===== src/rtl/mem_req_arbiter.sv =====
// Round-robin arbiter sharing one memory request port between the PCI host path
// and user logic; tracks one outstanding read with a timeout.
module mem_req_arbiter #(
    parameter int unsigned ADDR_W     = 21,
    parameter int unsigned DATA_W     = 32,
    parameter int unsigned RD_TIMEOUT = 256
) (
    input  logic              clk,
    input  logic              rst_n,
    input  logic              pci_req,
    input  logic              pci_wr,
    input  logic [ADDR_W-1:0] pci_addr,
    input  logic [DATA_W-1:0] pci_wdata,
    output logic              pci_gnt,
    output logic              pci_rvalid,
    output logic [DATA_W-1:0] pci_rdata,
    input  logic              usr_req,
    input  logic              usr_wr,
    input  logic [ADDR_W-1:0] usr_addr,
    input  logic [DATA_W-1:0] usr_wdata,
    output logic              usr_gnt,
    output logic              usr_rvalid,
    output logic [DATA_W-1:0] usr_rdata,
    output logic              mem_req,
    output logic              mem_wr_en,
    output logic [ADDR_W-1:0] mem_addr,
    output logic [DATA_W-1:0] mem_wdata,
    input  logic [DATA_W-1:0] mem_rdata,
    input  logic              mem_rd_ready,
    output logic              rd_timeout,
    output logic [7:0]        timeout_cnt
);

    localparam int unsigned CNT_W = $clog2(RD_TIMEOUT);
    localparam logic [CNT_W-1:0] CNT_LAST = CNT_W'(RD_TIMEOUT - 1);

    localparam logic [1:0] ST_IDLE    = 2'd0;
    localparam logic [1:0] ST_ISSUE   = 2'd1;
    localparam logic [1:0] ST_RD_WAIT = 2'd2;

    logic [1:0]       state;
    logic [1:0]       next_state;
    logic             grant_pci;
    logic             grant_usr;
    logic             rd_done;
    logic             rd_expire;
    logic             last_usr;
    logic             owner_usr;
    logic [CNT_W-1:0] cnt;

    always_ff @(posedge clk or negedge rst_n) begin
        if (!rst_n) state <= ST_IDLE;
        else        state <= next_state;
    end

    // Arbitration and read completion; grants exist only in IDLE.
    always_comb begin
        next_state = state;
        grant_pci  = 1'b0;
        grant_usr  = 1'b0;
        rd_done    = 1'b0;
        rd_expire  = 1'b0;
        case (state)
            ST_IDLE: begin
                grant_usr = usr_req && (!pci_req || !last_usr);
                grant_pci = pci_req && !grant_usr;
                if (grant_pci || grant_usr) next_state = ST_ISSUE;
            end
            ST_ISSUE: next_state = mem_wr_en ? ST_IDLE : ST_RD_WAIT;
            ST_RD_WAIT: begin
                if (mem_rd_ready) begin
                    rd_done    = 1'b1;
                    next_state = ST_IDLE;
                end else if (cnt == CNT_LAST) begin
                    rd_expire  = 1'b1;
                    next_state = ST_IDLE;
                end
            end
            default: next_state = ST_IDLE;
        endcase
    end

    assign pci_gnt = grant_pci;
    assign usr_gnt = grant_usr;

    always_ff @(posedge clk or negedge rst_n) begin
        if (!rst_n) begin
            last_usr    <= 1'b1;
            owner_usr   <= 1'b0;
            cnt         <= '0;
            mem_req     <= 1'b0;
            mem_wr_en   <= 1'b0;
            mem_addr    <= '0;
            mem_wdata   <= '0;
            pci_rvalid  <= 1'b0;
            pci_rdata   <= '0;
            usr_rvalid  <= 1'b0;
            usr_rdata   <= '0;
            rd_timeout  <= 1'b0;
            timeout_cnt <= 8'd0;
        end else begin
            mem_req    <= 1'b0;
            pci_rvalid <= 1'b0;
            usr_rvalid <= 1'b0;
            rd_timeout <= 1'b0;

            // mem_wr_en doubles as the latched command type while in ISSUE.
            if (grant_pci || grant_usr) begin
                owner_usr <= grant_usr;
                last_usr  <= grant_usr;
                mem_req   <= 1'b1;
                mem_wr_en <= grant_usr ? usr_wr    : pci_wr;
                mem_addr  <= grant_usr ? usr_addr  : pci_addr;
                mem_wdata <= grant_usr ? usr_wdata : pci_wdata;
            end else if (state == ST_ISSUE) begin
                mem_wr_en <= 1'b0;
            end

            if (state == ST_ISSUE)
                cnt <= '0;
            else if (state == ST_RD_WAIT && !mem_rd_ready)
                cnt <= cnt + CNT_W'(1);

            if (rd_done) begin
                if (owner_usr) begin
                    usr_rdata  <= mem_rdata;
                    usr_rvalid <= 1'b1;
                end else begin
                    pci_rdata  <= mem_rdata;
                    pci_rvalid <= 1'b1;
                end
            end

            if (rd_expire) begin
                rd_timeout <= 1'b1;
                if (timeout_cnt != 8'hFF) timeout_cnt <= timeout_cnt + 8'd1;
            end
        end
    end

endmodule


===== config.mk =====
export PLATFORM = sky130hd
export DESIGN_NAME = mem_req_arbiter
export DESIGN_NICKNAME = d
export VERILOG_FILES = /design/src/rtl/mem_req_arbiter.sv
export SDC_FILE = /design/constraint.sdc
export NUM_CORES = 1
export LEC_CHECK = 0
export ABC_CLOCK_PERIOD_IN_PS = 2450
export CELL_PAD_IN_SITES_DETAIL_PLACEMENT = 0
export CELL_PAD_IN_SITES_GLOBAL_PLACEMENT = 1
export CORE_ASPECT_RATIO = 2
export CORE_MARGIN = 3
export CORE_UTILIZATION = 31
export DETAILED_ROUTE_END_ITERATION = 16
export PLACE_DENSITY_LB_ADDON = 0.1
export SYNTH_ARGS = -nofsm -noshare
export SYNTH_HDL_FRONTEND = slang
export SYNTH_SLANG_ARGS = --single-unit

===== constraint.sdc =====
create_clock -name clk -period 2.45 [get_ports clk]
set_input_delay 0.3675 -clock clk [delete_from_list [all_inputs] [get_ports clk]]
set_output_delay 0.3675 -clock clk [all_outputs]
set_load 0.1 [all_outputs]

Word-level counts from Yosys, hierarchy flattened
Cells that the tools add are included.
{"block": "op_classes", "n_addsub": 2, "n_eq_ne": 6, "mux": 25, "bitwise": 1, "n_reduce_logical": 17}
{"op": "$mux 32", "count": 1}
{"op": "$mux 21", "count": 1}
{"op": "$add 8x1->8 const B", "count": 2}
{"op": "$mux 1", "count": 16}
{"op": "$mux 8", "count": 2}
{"op": "$eq 8x8->1 const B", "count": 1}
{"op": "$mux 2", "count": 4}
{"op": "$ne 8x8->1 const B", "count": 1}
{"op": "$reduce_and 2->1", "count": 4}
{"op": "$pmux 2 s3", "count": 1}
{"op": "$logic_not 1->1", "count": 4}
{"op": "$reduce_bool 2->1", "count": 2}
{"op": "$logic_and 1x1->1", "count": 3}
{"op": "$logic_or 1x1->1", "count": 3}
{"op": "$ne 3x3->1 const B", "count": 1}
{"op": "$eq 2x1->1 const B", "count": 1}
{"op": "$eq 2x2->1 const B", "count": 1}
{"op": "$logic_not 2->1", "count": 1}
{"op": "$ne 2x2->1 const B", "count": 1}
{"op": "$not 1->1", "count": 1}
{"block": "word_totals", "reg_bits": 142, "inputBits": 145}

Longest topological paths before layout
Gate-level depths: netlist of the first run.
{"block": "depth", "word_depth": 8, "mapped_depth": 6, "mapped_depth_nobuf": 5}

Worst setup path after synthesis of the first run
Ideal clock, no wire load.
{"block": "synth_path", "kind": "reg-to-output", "start": "register last_usr", "end": "output pci_gnt", "arrival_time_ns": 2.010, "t_required_ns": 2.082, "slack_ns": 0.072, "stages_incl_launch_ff": 5, "n_path_buf": 2, "cell_sequence": "dfstp_2 -> a21bo_2 -> clkbuf_1 -> clkbuf_1 -> and3_1"}
{"block": "synth_between", "elab_chain_len": 6}
{"element": "from (decl)", "line_no": "47", "text": "logic last_usr;"}
{"element": "from (signal assigned)", "line_no": "110", "text": "last_usr <= grant_usr;"}
{"element": "$logic_not 1->1", "line_no": "65", "text": "grant_usr = usr_req && (!pci_req || !last_usr);"}
{"element": "$logic_or 1x1->1", "line_no": "65"}
{"element": "$logic_and 1x1->1", "line_no": "65"}
{"element": "$logic_not 1->1", "line_no": "66", "text": "grant_pci = pci_req && !grant_usr;"}
{"element": "$logic_and 1x1->1", "line_no": "66"}
{"element": "$mux 1", "line_no": "63", "text": "case (state)"}
{"element": "to (decl)", "line_no": "14", "text": "output logic pci_gnt,"}
Every way passes these cells.

Worst setup path after layout of the first run
{"block": "layout_path", "start": "input usr_req", "end": "output usr_gnt"}
{"block": "layout_between", "elab_chain_len": 2}
{"element": "from (decl)", "line_no": "17", "text": "input logic usr_req,"}
{"element": "$logic_and 1x1->1", "line_no": "65"}
{"element": "$mux 1", "line_no": "63"}
{"element": "to (decl)", "line_no": "21", "text": "output logic usr_gnt,"}
Every way passes these cells.

==> impl_metrics.yaml, run 1 <==
route:
  drtPass1Iterations: 4
  vias: 4840
  drtIter0Drc: 120
  drc: 0
  ant_nets: 0
  routed_wl_um: 17210
  wl_per_cell_um: 17.34
  viasPerCell: 4.874
synthesis:
  ys.flop_type: "dfrtp_1"
  ys_types: 39
  synthesis.area_sq_mm: 0.005797
  synthArstFlopShare_pct: 100.0
  yosysSeqAreaShare_pct: 61.32
  synth_edf_count: 0
  avgSynthCellArea_sq_um: 11.95
  synthTopCellsByArea: "dfrtp_1, mux2_2, o22ai_1, o21ai_0, nand2_1"
  synth_seq_cells: 142
  ys_warn_count: 0
  syn-num-nets: 632
  yosys.area.top_type: "dfrtp_1"
  synth_most_common_cell: "dfrtp_1"
  yosys-top-cells-count: "dfrtp_1, nand2_1, mux2_2"
  syn_inst: 485
  synth_top_area_share_pct: 60.87
timing:
  drv_slew: 0
  max-slew-margin-rel_pct: 62.98
  grt_setup_unrepaired: "false"
  tns_ns: 0
  skew_ns: 0.008647
  timing.fmax_ghz: 0.4732
  fin_crit_ns: 2.113
  fin_crit_sh_pct: 86.26
  worst_slew_pin_slew_ns: 0.5553
  setup_slack_ns: 0.3367
  holdWs_ns: 0.4691
  hold_violations: 0
  finalSetupViolations: 0
clock_network:
  cts_sinks: 142
  clk_pin_slew_ns: 0.06
  root_buffer: "clkbuf_16"
  numCtsBuffers: 17
  cts_tree: "yes"
  clk_latency_ns: 0.42
  cts_resized: 0
  clockBufferDepth: 2
  h-tree-depth: 4
hold_path:
  hold_class: "in -> async"
placement:
  place_congestion: 0.8033
  port_buffers: 276
  post-dp-hpwl_um: 13000
  dp_slack_ns: 0.2653
run_status:
  status: "finished clean"
flow_run:
  drv_cap: 0
finish:
  fin_util_pct: 50.14
  area_growth_syn_to_layout_pct: 58.34
  drive_above_1_share_pct: 32.22
  nets: 910
worst_setup_path:
  worstPathMaxFanout: 4
  crit_arrival_ns: 1.75
  cp_cell_sequence: "clkdlybuf4s50_1, a21bo_2, nor3_2, buf_4, buf_12"
  required_ns: 2.08
  cpPeakStageDelay_ns: 0.52
  start_kind: "primary input"
  r2r_cells: 4
  worstSetupPathType: "in -> out"
  slowest_stage: "clkdlybuf4s50_1"
  setup.worst_path.end_class: "primary output"
floorplan:
  start_util_pct: 31.67
  pin_count: 277
  rows: 70
  floorplan.die_area_sq_mm: 0.02048
  core_sq_mm: 0.01831
  die_w_um: 102.7
  die_y_um: 199.4
global_route:
  grt_usage_pct: 16.60
  antenna_found_initial: 0
  grt_pass1_wl_um: 25980
  grt_pass1_vias: 5013
  grt_max_degree: 68
  gr-total-overflow: 0
[routing by layer]
layer	track usage [%]	vias to the layer above	part of all wire [%]
met5	0	-	0
met4	6.861	0	2.4
met3	5.521	22	7.4
met2	30.24	200	55
met1	16.90	2299	35
li1	-	2319	-
[kinds of logic after synthesis]
logic type      Yosys count  share of synthesized area, %
mux                      67                         13.08
fa+ha+maj                 2                        0.4316
xor+xnor                  2                        0.3022
buf+inv                  39                         2.979
compound gates          135                         13.58
simple gates             98                         8.310
flops                   142                         61.32
[layout by cell type (no fill, tap or decap), types with 2 or more instances in the layout]
cell,netlist,final
clkbuf_1,20,2
nand4_1,7,7
o31ai_1,2,2
nor2b_1,2,2
o22ai_1,54,54
clkbuf_16,0,17
nor3b_1,2,2
a21oi_1,5,5
inv_1,6,6
nand3_1,8,8
dfrtp_1,141,141
nor4_4,2,2
bufinv_16,0,2
mux2_2,62,62
a21o_1,2,2
clkinvlp_4,0,2
o211ai_1,3,3
mux2_1,4,4
and3_1,5,5
clkdlybuf4s50_1,0,143
clkbuf_8,0,3
ha_1,2,2
a31oi_1,2,2
buf_4,0,139
a41oi_1,2,2
nand2_1,63,63
buf_12,0,8
xnor2_1,2,2
o21ai_0,61,60
nor3_2,1,2
clkinv_2,0,4
clkinv_4,0,2
[path summary, 6_finish.rpt]
kind	slack, ns	endpoint	from
worst max-delay path	0.34	usr_gnt	usr_req
worst min-delay path	0.47	usr_rdata[15]	rst_n
worst max register to register	0.66	timeout_cnt[1]	cnt[3]
worst min register to register	0.48	mem_wdata[19]	mem_wdata[19]
max in group asynchronous	1.25	last_usr	rst_n
min in group clk	0.48	mem_wdata[19]	mem_wdata[19]
[timing repair]
item | CTS | global route
endpoints found under the hold margin | 51 | 0
buffers inserted | 0 | 0
hold buffers | 1 | 0
[registers in the layout, indices dropped and copies added (netlist names)]
signal,flops
pci_rdata,32
timeout_cnt,8
last_usr,1
rd_timeout,1
usr_rdata,32
usr_rvalid,1
mem_wr_en,1
owner_usr,1
cnt,8
mem_req,1
pci_rvalid,1
mem_addr,21
mem_wdata,32
state,2
[worst max-delay path: cells and delay by family]
kind | cells | cell delay (ns)
buffers and inverters | 3 | 0.93
AO/OA/AOI/OAI | 1 | 0.27
AND/OR/NAND/NOR | 1 | 0.18
[layout make-up]
cell class | count | area, sq um
inverters | 6 | 22.52
diodes | 1 | 2.502
multi-input cells | 304 | 2086
well taps | 216 | 270.3
fillers | 1711 | 9126
repair buffers | 292 | 2656
clock buffers | 22 | 474.2
flip-flops and latches | 142 | 3555
clock inverters | 10 | 112.6
[per-stage QoR]
stage / cells / instance area, sq um
finish: 993 / 9179
global route: 992 / 9176
CTS: 992 / 9176
detailed placement: 959 / 8579
global placement: 959 / 8579
floorplan: 485 / 5797
Power of run 1 is left out: the tool's default activity adds up to more than one toggle a clock period on the data nets, which glitch-free logic cannot reach.
==> inputs of run 2 (changes only) <==
--- a/config.mk
+++ b/config.mk
@@ -5,13 +5,13 @@
 export SDC_FILE = /design/constraint.sdc
 export NUM_CORES = 1
 export LEC_CHECK = 0
-export ABC_CLOCK_PERIOD_IN_PS = 2450
 export CELL_PAD_IN_SITES_DETAIL_PLACEMENT = 0
 export CELL_PAD_IN_SITES_GLOBAL_PLACEMENT = 1
 export CORE_ASPECT_RATIO = 2
 export CORE_MARGIN = 3
 export CORE_UTILIZATION = 31
 export DETAILED_ROUTE_END_ITERATION = 16
+export GPL_ROUTABILITY_DRIVEN = 0
 export PLACE_DENSITY_LB_ADDON = 0.1
 export SYNTH_ARGS = -nofsm -noshare
 export SYNTH_HDL_FRONTEND = slang
==> results of run 2 <==
Final layout, timing and power as in run 1 (identical DEF).
Power of run 2 is left out for the same reason.
==> inputs of run 3 (changes only) <==
--- a/config.mk
+++ b/config.mk
@@ -12,6 +12,7 @@
 export CORE_UTILIZATION = 31
 export DETAILED_ROUTE_END_ITERATION = 16
 export GPL_ROUTABILITY_DRIVEN = 0
+export HOLD_SLACK_MARGIN = 0.08
 export PLACE_DENSITY_LB_ADDON = 0.1
 export SYNTH_ARGS = -nofsm -noshare
 export SYNTH_HDL_FRONTEND = slang
==> results of run 3 <==
Final layout, timing and power as in run 1 (identical DEF).
Power of run 3 is left out for the same reason.
